File: src/rtl/multdiv_iter_unit.sv
// Iterative signed multiply/divide unit for the execute-stage multdiv handshake.
// The multiplier is a shift/add design and the divider is a restoring divider;
// both share one iteration counter.
// Operands are captured when a start is sampled, so the initiator's operand
// buses are free while the unit is busy.
module multdiv_iter_unit #(
    parameter int unsigned WIDTH = 32
) (
    input  logic             clock,
    input  logic             reset,
    input  logic [WIDTH-1:0] data_operandA,
    input  logic [WIDTH-1:0] data_operandB,
    input  logic             ctrl_MULT,
    input  logic             ctrl_DIV,
    output logic [WIDTH-1:0] data_result,
    output logic             data_exception,
    output logic             data_resultRDY,
    output logic             busy
);

    localparam int unsigned CW = $clog2(WIDTH);
    localparam int unsigned PW = 2 * WIDTH;

    localparam logic [1:0] S_IDLE = 2'd0;
    localparam logic [1:0] S_MUL  = 2'd1;
    localparam logic [1:0] S_DIV  = 2'd2;
    localparam logic [1:0] S_DONE = 2'd3;

    // State and datapath registers
    logic [1:0]       state_q, state_d;
    logic [CW-1:0]    cnt_q, cnt_d;
    logic [PW-1:0]    mcand_q, mcand_d;
    logic [WIDTH-1:0] mplier_q, mplier_d;
    logic [PW-1:0]    acc_q, acc_d;
    logic [WIDTH-1:0] dvd_q, dvd_d;
    logic [WIDTH-1:0] dvs_q, dvs_d;
    logic [WIDTH-1:0] rem_q, rem_d;
    logic [WIDTH-1:0] quot_q, quot_d;
    logic             neg_q, neg_d;
    logic             dz_q, dz_d;
    logic [WIDTH-1:0] result_q, result_d;
    logic             exc_q, exc_d;
    logic             rdy_q, rdy_d;
    logic             busy_q, busy_d;

    // Per-iteration combinational terms
    logic             last_iter;
    logic [PW-1:0]    addend;
    logic [PW-1:0]    prod_next;
    logic [WIDTH:0]   rem_shift;
    logic [WIDTH:0]   trial;
    logic [WIDTH-1:0] rem_next;
    logic [WIDTH-1:0] quot_next;
    logic [WIDTH-1:0] quot_signed;
    logic [WIDTH-1:0] abs_a;
    logic [WIDTH-1:0] abs_b;
    logic             prod_ovf;

    // Iteration datapath: one multiply step and one restoring divide step
    always_comb begin
        last_iter   = (cnt_q == CW'(WIDTH - 1));
        addend      = mplier_q[0] ? mcand_q : '0;
        // The multiplier MSB carries negative weight in two's complement
        prod_next   = last_iter ? (acc_q - addend) : (acc_q + addend);
        prod_ovf    = !((&prod_next[PW-1:WIDTH-1]) || !(|prod_next[PW-1:WIDTH-1]));
        rem_shift   = {rem_q, dvd_q[WIDTH-1]};
        trial       = rem_shift - {1'b0, dvs_q};
        rem_next    = trial[WIDTH] ? rem_shift[WIDTH-1:0] : trial[WIDTH-1:0];
        quot_next   = {quot_q[WIDTH-2:0], ~trial[WIDTH]};
        quot_signed = neg_q ? (~quot_next + WIDTH'(1)) : quot_next;
        abs_a       = data_operandA[WIDTH-1] ? (~data_operandA + WIDTH'(1)) : data_operandA;
        abs_b       = data_operandB[WIDTH-1] ? (~data_operandB + WIDTH'(1)) : data_operandB;
    end

    // Next-state and next-output logic; a sampled start overrides everything
    always_comb begin
        state_d  = state_q;
        cnt_d    = cnt_q;
        mcand_d  = mcand_q;
        mplier_d = mplier_q;
        acc_d    = acc_q;
        dvd_d    = dvd_q;
        dvs_d    = dvs_q;
        rem_d    = rem_q;
        quot_d   = quot_q;
        neg_d    = neg_q;
        dz_d     = dz_q;
        result_d = result_q;
        exc_d    = exc_q;

        case (state_q)
            S_MUL: begin
                acc_d    = prod_next;
                mcand_d  = mcand_q << 1;
                mplier_d = mplier_q >> 1;
                cnt_d    = cnt_q + CW'(1);
                if (last_iter) begin
                    state_d  = S_DONE;
                    result_d = prod_next[WIDTH-1:0];
                    exc_d    = prod_ovf;
                end
            end
            S_DIV: begin
                if (dz_q) begin
                    state_d  = S_DONE;
                    result_d = '0;
                    exc_d    = 1'b1;
                end else begin
                    rem_d  = rem_next;
                    quot_d = quot_next;
                    dvd_d  = dvd_q << 1;
                    cnt_d  = cnt_q + CW'(1);
                    if (last_iter) begin
                        state_d  = S_DONE;
                        result_d = quot_signed;
                        // Only MIN / -1 yields a positive magnitude of 2^(WIDTH-1)
                        exc_d    = !neg_q && quot_next[WIDTH-1];
                    end
                end
            end
            S_DONE: begin
                state_d = S_IDLE;
            end
            default: begin
                state_d = S_IDLE;
            end
        endcase

        if (ctrl_MULT) begin
            state_d  = S_MUL;
            cnt_d    = '0;
            mcand_d  = {{WIDTH{data_operandA[WIDTH-1]}}, data_operandA};
            mplier_d = data_operandB;
            acc_d    = '0;
            result_d = result_q;
            exc_d    = exc_q;
        end else if (ctrl_DIV) begin
            state_d  = S_DIV;
            cnt_d    = '0;
            dvd_d    = abs_a;
            dvs_d    = abs_b;
            rem_d    = '0;
            quot_d   = '0;
            neg_d    = data_operandA[WIDTH-1] ^ data_operandB[WIDTH-1];
            dz_d     = (data_operandB == '0);
            result_d = result_q;
            exc_d    = exc_q;
        end

        rdy_d  = (state_d == S_DONE);
        busy_d = (state_d == S_MUL) || (state_d == S_DIV);
    end

    // State register with asynchronous clear
    always_ff @(posedge clock or posedge reset) begin
        if (reset) begin
            state_q  <= S_IDLE;
            cnt_q    <= '0;
            mcand_q  <= '0;
            mplier_q <= '0;
            acc_q    <= '0;
            dvd_q    <= '0;
            dvs_q    <= '0;
            rem_q    <= '0;
            quot_q   <= '0;
            neg_q    <= 1'b0;
            dz_q     <= 1'b0;
            result_q <= '0;
            exc_q    <= 1'b0;
            rdy_q    <= 1'b0;
            busy_q   <= 1'b0;
        end else begin
            state_q  <= state_d;
            cnt_q    <= cnt_d;
            mcand_q  <= mcand_d;
            mplier_q <= mplier_d;
            acc_q    <= acc_d;
            dvd_q    <= dvd_d;
            dvs_q    <= dvs_d;
            rem_q    <= rem_d;
            quot_q   <= quot_d;
            neg_q    <= neg_d;
            dz_q     <= dz_d;
            result_q <= result_d;
            exc_q    <= exc_d;
            rdy_q    <= rdy_d;
            busy_q   <= busy_d;
        end
    end

    assign data_result    = result_q;
    assign data_exception = exc_q;
    assign data_resultRDY = rdy_q;
    assign busy           = busy_q;

endmodule

File: config.mk
export PLATFORM = sky130hd
export DESIGN_NAME = multdiv_iter_unit
export DESIGN_NICKNAME = d
export VERILOG_FILES = /design/src/rtl/multdiv_iter_unit.sv
export SDC_FILE = /design/constraint.sdc
export NUM_CORES = 1
export LEC_CHECK = 0
export ABC_AREA = 1
export CAP_MARGIN = 20
export CORE_MARGIN = 3
export CORE_UTILIZATION = 40
export DETAILED_ROUTE_END_ITERATION = 12
export DONT_BUFFER_PORTS = 1
export GPL_TIMING_DRIVEN = 0
export PLACE_DENSITY = 0.56
export SYNTH_ARGS = -nofsm -noshare
export SYNTH_HDL_FRONTEND = slang
export SYNTH_SLANG_ARGS = --single-unit
File: constraint.sdc
create_clock -name clock -period 16.6 [get_ports clock]
set_clock_uncertainty 0.15 [all_clocks]
set_input_delay 4.98 -clock clock [delete_from_list [all_inputs] [get_ports clock]]
set_output_delay 4.98 -clock clock [all_outputs]
set_load 0.005 [all_outputs]
==> metrics.csv <==
stage,metric,value,unit
critical_path,Setup CP Type,primary input to register,
sta,final setup vio count,0,
floorplanning,Die Height,260,µm
sta,relative slew slack,0.270,
power,total power,3.64,mW
sta,Final Slew Violations,0,
place,# port buffers,0,
yosys,Syn Area/Cell,6.53,µm²
sta,Final Hold Violating Endpoints,0,
global_routing,GRT Overall Usage,0.279,
finish,synthesis-to-finish area growth,10.1,%
drt,WL final,95.5,mm
power,pwr/cell area,128,nW/µm²
finish,share of cells above drive strength 1,0.0418,
critical_path,data required time of the worst path,16.91,ns
global_routing,first-pass GRT wire length,145,mm
clocking,"Reg clk slew, reported paths",0.05,ns
yosys,Mapped Area,25900,µm²
clocking,clk buf depth,3,
yosys,Mapped Cells,3965,
clocking,root buf cell,clkbuf_16,
global_routing,vias in the first global route,24300,
floorplanning,Initial Util,0.407,
floorplanning,FP Rows,92,
clocking,Clock Sink Count,331,
yosys,commonest register cell after synthesis,dfrtp_1,
finish,"commonest non-fill, non-tap cell in the layout",nand2_1,
yosys,top-area cell type share of the netlist area,0.320,
finish,Ant. Diodes,0,
drt,initial drt markers,2433,
worst_hold_path,hold crit path type,register to register,
sta,final hold slack,0.320,ns
drt,DR WL/cell,19.5,µm
clocking,CTS H-tree lvls,2,
global_routing,largest net degree at the start of global routing,127,
yosys,sequential share of the synthesized area,0.320,
drt,Via density,5.28,
finish,fin cells,4892,
sta,Tightest Pin Transition,1.10,ns
place,post-DP HPWL,76.9,mm
clocking,# Post-CTS Setup Buffers,0,
clocking,CTS tree,built,
finish,nets,4188,
drt,Routed Antenna Nets,0,
global_routing,initial antenna violation count,1,
critical_path,crit start category,primary input,
yosys,Yosys warnings,0,
floorplanning,Die Width,260,µm
critical_path,Critical Path Fanout Max,10,
sta,max frequency,125,MHz
floorplanning,Die ar.,67800,µm²
drt,# DRC,0,
critical_path,Worst EP arrival,8.31,ns
clocking,Worst-Skew Late Latency,0.61,ns
power,Worst VDD drop,0.0830,mV
yosys,Synth area leaders,"dfrtp_1 (32%), nand2_1 (17%), inv_1 (9.5%)",
finish,most frequent cells in the layout,"nand2_1 (1167), inv_1 (656), nor2_1 (401)",
clocking,# hold bufs at CTS,0,
yosys,async set-reset flop share out of synthesis,1.00,
yosys,syn nets,4140,
yosys,Yosys reg bits,331,
place,Post-Place Cells,4814,
yosys,number of synthesized flops with an enable pin,0,
flow_run,maxcap violations,0,
run_status,run status,completed,
sta,crit share post-route,0.482,
global_routing,remaining global-route overflow,0,
floorplanning,io pins,103,
clocking,post-CTS sizing,0,
yosys,largest area contributor in the netlist,dfrtp_1,
critical_path,CP Capture Type,register,
drt,DR pass1 iterations,5,
place,RePlAce Congestion,0.964,
drt,total number of vias,25800,
floorplanning,core area,63500,µm²
clocking,Num CTS Buffers,43,
sta,Tmin final,8.00,ns
sta,RSZ-0062 raised after global routing,no,
power,Leak,15.0,nW
yosys,Yosys cell types,62,
[cells in the mapped netlist (4+ instances only)]
cell type     n
a211oi_1     14
nand2_1    1167
a22o_1       20
or2_2         9
a31oi_1      21
o221ai_1     34
nand4_1      43
o21ai_2       4
nand2_4       8
ha_1        105
o211ai_1     48
a41oi_1       8
inv_2        13
nor2_1      401
nand3_1     154
a21oi_1     185
buf_1        12
nor2_2        8
dfrtp_1     331
nor4_1       12
inv_1       657
buf_6         4
xnor2_1      34
o22ai_1      60
nand3b_1     13
o31ai_1      12
nand2_2      23
o21ai_0     215
o21bai_1      8
nor2_4        6
buf_2         7
xor2_1      107
nor3_1       52
o21ai_1      13
clkbuf_1    108
a21o_1        9
[sequential cells by signal, summed over array words and instances (netlist names), 31 cells and up]
signal       cells
acc_q           64
mcand_q         64
data_result     32
dvd_q           32
dvs_q           32
mplier_q        32
rem_q           32
quot_q          31
[cells by family after synthesis]
family,share of synthesized area
buffers and inverters,0.119
AOI/OAI and AO/OA,0.155
DFF,0.320
adders and majority gates,0.0523
and+or+nand+nor,0.305
xor gates and xnor gates,0.0483
[routing by layer]
metal | global-route usage | up-vias | share of wire
li1 | - | 12800 | -
met1 | 0.408 | 12100 | 0.47
met2 | 0.410 | 838 | 0.41
met3 | 0.0610 | 138 | 0.084
met4 | 0.0847 | 0 | 0.030
met5 | 0 | - | 0
[stage by stage]
stage / worst slack, ns / area [µm²] / TNS [ns] / utilization
6_report: 8.60 / 28500 / 0 / 0.449
5_1_grt: 8.51 / 28500 / 0 / 0.449
4_1_cts: 8.58 / 28500 / 0 / 0.449
3_5_place_dp: 7.99 / 27000 / 0 / 0.425
3_3_place_gp: -2.08 / 26900 / -662.79 / 0.424
2_1_floorplan: 2.30 / 25900 / 0 / -
[path summary, 6_finish.rpt]
kind	start	end	slack, ns	cells after the start
setup reg to reg	cnt_q[0]$_DFFE_PP0P_	data_exception$_DFFE_PP0P_	10.54	30
setup / recovery	ctrl_MULT	busy$_DFF_PP0_	8.60	8
max in group asynchronous	reset	mcand_q[56]$_DFFE_PP0P_	10.38	4
hold / removal	cnt_q[3]$_DFFE_PP0P_	cnt_q[3]$_DFFE_PP0P_	0.32	1
hold reg to reg	cnt_q[3]$_DFFE_PP0P_	cnt_q[3]$_DFFE_PP0P_	0.32	1
min in group asynchronous	reset	data_result[19]$_DFFE_PP0P_	4.12	1
[critical path, cell delays in order]
cell and delay [ns]:
clkbuf_1 0.39, nor2_1 0.29, inv_1 0.18, clkbuf_1 0.57, clkbuf_1 0.52, buf_1 0.65
o31ai_1 0.33, ha_1 0.38
[area by class of cell]
class | count | area, µm²
inverters | 672 | 2530
repair buffers | 3 | 82.6
clock inverters | 19 | 249
flip-flops and latches | 331 | 8280
multi-input cells | 2829 | 14500
plain buffers | 133 | 566
fillers | 6786 | 35000
well taps | 846 | 1060
clock buffers | 59 | 1220
[report_power, final]
| group | leakage, nW | internal [mW] | switching, mW |
|---|---|---|---|
| sequential | 4.13 | 0.984 | 0.166 |
| clock | 0.726 | 0.592 | 0.394 |
| combinational | 10.2 | 0.487 | 1.02 |
Power figures use the tool's default switching activity.
